$ cat config.mk
export PLATFORM = sky130hd
export DESIGN_NAME = seq_state_monitor
export DESIGN_NICKNAME = d
export VERILOG_FILES = /design/src/rtl/seq_state_monitor.sv
export SDC_FILE = /design/constraint.sdc
export NUM_CORES = 1
export LEC_CHECK = 0
export CORE_UTILIZATION = 40
export DETAILED_ROUTE_END_ITERATION = 8
export GPL_TIMING_DRIVEN = 0
export PLACE_DENSITY_LB_ADDON = 0.1
export SLEW_MARGIN = 10
export SYNTH_ARGS = -nofsm -noshare
export SYNTH_HDL_FRONTEND = slang
export SYNTH_SLANG_ARGS = --single-unit
$ cat constraint.sdc
create_clock -name clk -period 5.4 [get_ports clk]
set_input_delay 1.62 -clock clk [delete_from_list [all_inputs] [get_ports clk]]
set_output_delay 1.62 -clock clk [all_outputs]
set_load 0.005 [all_outputs]
$ cat src/rtl/seq_state_monitor.sv
// seq_state_monitor
//   Passive checker for an IDLE/RUN/WAIT/DONE sequencer interface. It follows
//   the producer's (state, count) stream with its own FSM, predicts the next
//   legal pair, flags protocol violations and counts completed laps.
//
// Ports
//   clk         clock
//   rst         synchronous, active-high reset
//   en          sample enable; samples with en low are ignored
//   obs_state   observed state code (0 IDLE, 1 RUN, 2 WAIT, 3 DONE)
//   obs_count   observed run counter
//   locked      monitor is synchronised to the producer
//   err         one-cycle pulse per violation
//   err_code    last error code (0 none, 1 state mismatch, 2 count mismatch)
//   err_count   saturating violation counter
//   pass_count  completed laps, wraps mod 2^16
//
// All outputs are registered: they reflect the sample taken on the previous edge.

module seq_state_monitor #(
    parameter int unsigned RUN_LEN   = 10,
    parameter int unsigned CNT_W     = 8,
    parameter int unsigned ERR_CNT_W = 8
) (
    input  logic                 clk,
    input  logic                 rst,
    input  logic                 en,
    input  logic [1:0]           obs_state,
    input  logic [CNT_W-1:0]     obs_count,
    output logic                 locked,
    output logic                 err,
    output logic [1:0]           err_code,
    output logic [ERR_CNT_W-1:0] err_count,
    output logic [15:0]          pass_count
);

    localparam logic [1:0] CodeIdle = 2'd0;
    localparam logic [1:0] CodeRun  = 2'd1;
    localparam logic [1:0] CodeWait = 2'd2;
    localparam logic [1:0] CodeDone = 2'd3;

    localparam logic [1:0] ErrNone  = 2'd0;
    localparam logic [1:0] ErrState = 2'd1;
    localparam logic [1:0] ErrCount = 2'd2;

    localparam logic [CNT_W-1:0] RunLast = CNT_W'(RUN_LEN - 1);
    localparam logic [CNT_W-1:0] RunEnd  = CNT_W'(RUN_LEN);

    localparam logic [ERR_CNT_W-1:0] ErrCntMax = {ERR_CNT_W{1'b1}};

    // Each locked state names the producer state expected on the next sample.
    typedef enum logic [2:0] {
        M_UNLOCK,
        M_IDLE,
        M_RUN,
        M_WAIT,
        M_DONE
    } mstate_e;

    mstate_e              state_q, state_d;
    logic [CNT_W-1:0]     exp_cnt_q, exp_cnt_d;
    logic                 locked_q, locked_d;
    logic                 err_q, err_d;
    logic [1:0]           err_code_q, err_code_d;
    logic [ERR_CNT_W-1:0] err_count_q, err_count_d;
    logic [15:0]          pass_count_q, pass_count_d;

    logic [1:0] exp_code;
    logic       checking;
    logic       state_err;
    logic       count_err;
    logic       lock_hit;
    logic       lap_done;

    always_comb begin
        exp_code = CodeIdle;
        case (state_q)
            M_IDLE:  exp_code = CodeIdle;
            M_RUN:   exp_code = CodeRun;
            M_WAIT:  exp_code = CodeWait;
            M_DONE:  exp_code = CodeDone;
            default: exp_code = CodeIdle;
        endcase
    end

    // State mismatch wins over count mismatch.
    assign checking  = en && (state_q != M_UNLOCK);
    assign state_err = checking && (obs_state != exp_code);
    assign count_err = checking && !state_err && (obs_count != exp_cnt_q);
    assign lock_hit  = en && (state_q == M_UNLOCK) && (obs_state == CodeIdle) &&
                       (obs_count == '0);
    assign lap_done  = checking && !state_err && !count_err && (state_q == M_DONE);

    // State register
    always_ff @(posedge clk) begin
        if (rst) begin
            state_q   <= M_UNLOCK;
            exp_cnt_q <= '0;
        end else begin
            state_q   <= state_d;
            exp_cnt_q <= exp_cnt_d;
        end
    end

    // Next-state / prediction
    always_comb begin
        state_d   = state_q;
        exp_cnt_d = exp_cnt_q;
        if (en) begin
            if (state_q == M_UNLOCK) begin
                if (lock_hit) begin
                    state_d   = M_RUN;
                    exp_cnt_d = '0;
                end
            end else if (state_err || count_err) begin
                // The offending sample is discarded; relock starts on the next one.
                state_d   = M_UNLOCK;
                exp_cnt_d = '0;
            end else begin
                case (state_q)
                    M_IDLE: begin
                        state_d   = M_RUN;
                        exp_cnt_d = '0;
                    end
                    M_RUN: begin
                        if (exp_cnt_q == RunLast) begin
                            state_d   = M_WAIT;
                            exp_cnt_d = RunEnd;
                        end else begin
                            exp_cnt_d = exp_cnt_q + CNT_W'(1);
                        end
                    end
                    M_WAIT: begin
                        state_d   = M_DONE;
                        exp_cnt_d = RunEnd;
                    end
                    M_DONE: begin
                        state_d   = M_IDLE;
                        exp_cnt_d = '0;
                    end
                    default: begin
                        state_d   = M_UNLOCK;
                        exp_cnt_d = '0;
                    end
                endcase
            end
        end
    end

    // Output next values
    always_comb begin
        locked_d     = locked_q;
        err_d        = 1'b0;
        err_code_d   = err_code_q;
        err_count_d  = err_count_q;
        pass_count_d = pass_count_q;
        if (lock_hit) begin
            locked_d = 1'b1;
        end
        if (state_err || count_err) begin
            locked_d   = 1'b0;
            err_d      = 1'b1;
            err_code_d = state_err ? ErrState : ErrCount;
            if (err_count_q != ErrCntMax) begin
                err_count_d = err_count_q + ERR_CNT_W'(1);
            end
        end
        if (lap_done) begin
            pass_count_d = pass_count_q + 16'd1;
        end
    end

    always_ff @(posedge clk) begin
        if (rst) begin
            locked_q     <= 1'b0;
            err_q        <= 1'b0;
            err_code_q   <= ErrNone;
            err_count_q  <= '0;
            pass_count_q <= '0;
        end else begin
            locked_q     <= locked_d;
            err_q        <= err_d;
            err_code_q   <= err_code_d;
            err_count_q  <= err_count_d;
            pass_count_q <= pass_count_d;
        end
    end

    assign locked     = locked_q;
    assign err        = err_q;
    assign err_code   = err_code_q;
    assign err_count  = err_count_q;
    assign pass_count = pass_count_q;

endmodule

==> flow_summary.toml <==
[outcome]
status = "completed"

[worst_setup_path]
crit_type = "primary input to flip-flop"
cp_slowest_stage_delay_ps = 680
slowest_stage = "nor4_1"
r2r_slack_ps = 2770
reg2reg_to = "exp_cnt_q[7]$_SDFFE_PP0P_"
ff2ff_path_depth = 8
path_cells = "clkdlybuf4s50_1 > xnor2_1 > nand4_1 > nor4_1 > nand4_1 > buf_2 > or3_1 > a21oi_1"
cp_common_cell = "nand4_1"
startpoint_type = "primary input"
crit_fanout = 10
critPathArrivalTime_ps = 4070
rr_startpoint = "exp_cnt_q[1]$_SDFFE_PP0P_"
crit_path_end_kind = "flip-flop"
cp.required_ps = 5630

[detailed_routing]
firstDrtPassIters = 4
wl_met2_mm = 2.35
wl_met3_um = 164
vias = 2069
routedWlPerCell_um = 13.0
top_layer = "met4"
drtIter0Drc = 73
wl_mm = 5.01
antenna_left = 0
via_per_inst = 5.37
drc = 0
met1_length_mm = 2.43

[synth]
yosysUniqueCellTypes = 49
synth_cells = 267
ys_async_sr_fraction = 0
synth.yosys.warnings = 0
yosysSeqAreaShare = 0.359
synth_largest_area_cell = "dfxtp_1"
yosys_register_bits = 39
yosys-top-cells-area = "dfxtp_1, a21oi_1, o21ai_0"
synthesis.nets = 284
synth-main-ff-cell = "dfxtp_1"
yosysTopAreaCellShare = 0.359
post_synth.cell_area_avg_um2 = 8.15
synth_area_um2 = 2180
synth_edf_count = 0

[grt]
grt_use_total = 0.195
gr-total-overflow = 0
grt_pass1_wl_mm = 8.45
antenna_found_initial = 0
grt_pass1_vias = 1857
grt_start_max_net_pins = 13

[clocking]
cts_buffers = 5
clk_path_buf_depth = 2
insertion_delay_ps = 300
cts-resized-gates = 0
holdBufCountCts = 0
clk_pin_slew_ps = 80
htreeDepth = 2
cts_tree = "built"
cts_setup_buffers = 0
clock-root-buffer = "clkbuf_8"
clock_sinks = 39

[layout]
fillers = 498
nets = 331
area_growth_pct = 26.3
diodes = 0
fin_util = 0.532
layout_commonest_cell = "clkdlybuf4s50_1"
final_layout_size_suffix_gt1_frac = 0.0825
final_cell_mix = "clkdlybuf4s50_1, dfxtp_1, o21ai_0, nand2_1, a21oi_1"

[placement]
io_buffers = 40
dp_slack_ps = 1200
hpwl_mm = 3.71
gp_congestion = 0.857

[sta]
finClkSkew_ps = 6.63
fmax_ghz = 0.260
finalWorstSetupSlack_ps = 1560
tightest_slew_ps = 791
min_period_over_period = 0.711
maxSlewViolCount = 0
setup_tns_ps = 0
setup_viol = 0
slew_headroom = 0.468
hold_viol = 0
rsz0062_at_grt = "no"
min_period_ps = 3840

[floorplan]
core_um2 = 5170
num_rows = 26
die_y_um = 75.8
die_x_um = 75.8
ios = 41
start_util = 0.421
die-area_um2 = 5740

[run]
cap_violations = 0

[hold_path]
hold_path_end = "err_code[1]$_SDFFE_PP0P_"
hold_depth = 2
hp-start = "err_code[1]$_SDFFE_PP0P_"
hp-class = "flip-flop to flip-flop"

[pwr]
ir_drop_uv = 86.7
power_density_nw_per_um2 = 186
p_leak_nw = 0.910
## cells in the mapped netlist, drive strengths merged, types with 2 or more instances
cell      n
mux2i     2
clkbuf    7
mux2      2
or2       3
or4       3
a22oi     3
inv       8
dfxtp    39
nor4b     2
and3      7
nand3    14
nand4b    2
nor3b     3
o21ai    22
a31oi     3
or3      12
nand2    22
and2      5
and4      3
nor2b     4
xnor2    10
a21oi    23
nor2     14
nand2b    4
a2111oi   2
or4b      2
o31ai     7
xor2      2
ha        4
a211oi    4
nand4     7
nor3      4
buf       7
nor4      3
## worst max path at each step
stage	start	to	slack, ps
detailed placement	obs_count[2]	pass_count[15]$_SDFFE_PP0P_	1200
global placement	obs_count[2]	pass_count[13]$_SDFFE_PP0P_	1220
floorplan	obs_state[0]	pass_count[15]$_SDFFE_PP0P_	2170
finish	obs_count[2]	pass_count[11]$_SDFFE_PP0P_	1560
global route	obs_count[2]	pass_count[13]$_SDFFE_PP0P_	1310
CTS	obs_count[2]	pass_count[13]$_SDFFE_PP0P_	1510
## flip-flops by register name, indices dropped and copies added, names as in the netlist
register and flops:
state_q 3, err_count 8, locked 1, exp_cnt_q 8, err_code 2, pass_count 16
err 1
## critical path: cells and delay by family
family / cells / cell delay, ps
AO/OA/AOI/OAI: 1 / 140
AND/OR/NAND/NOR: 4 / 1430
XOR/XNOR: 1 / 130
buffers and inverters: 2 / 750
## cell type report
| type | instances | area [um^2] | area share |
|---|---|---|---|
| multi-input combinational | 206 | 1290 | 0.470 |
| sequential | 39 | 781 | 0.284 |
| timing repair buffer | 40 | 400 | 0.146 |
| tap | 70 | 87.6 | 0.0318 |
| buffer | 14 | 73.8 | 0.0268 |
| clock buffer | 6 | 72.6 | 0.0264 |
| inverter | 8 | 30.0 | 0.0109 |
| clock inverter | 2 | 12.5 | 0.00455 |
## power by group
group	switching, mW	internal, mW
clock network	0.106	0.0903
logic	0.0143	0.0134
registers	0.0000200	0.287
total	0.121	0.391
## through the flow
stage	power, mW	hold slack [ps]	std cells	cell area (um^2)
2_1_floorplan	0.306	453	267	2180
3_3_place_gp	0.322	465	377	2670
3_5_place_dp	0.322	474	377	2670
4_1_cts	0.519	485	385	2750
5_1_grt	0.537	519	385	2750
6_report	0.512	484	385	2750
## per-layer routing
layer,global-route usage,vias up
met5,0,-
met4,0.0576,0
met3,0.0556,7
met2,0.325,47
met1,0.245,940
li1,-,1075
## cells by family after synthesis
kind of cell	count (synthesis)	synth area share
adders and majority gates	4	0.0230
and+or+nand+nor	117	0.305
AOI/OAI and AO/OA	69	0.198
xor gates and xnor gates	12	0.0483
buffers and inverters	22	0.0477
DFF	39	0.359
muxes	4	0.0195
No activity file was read; power rests on OpenSTA's default activity.
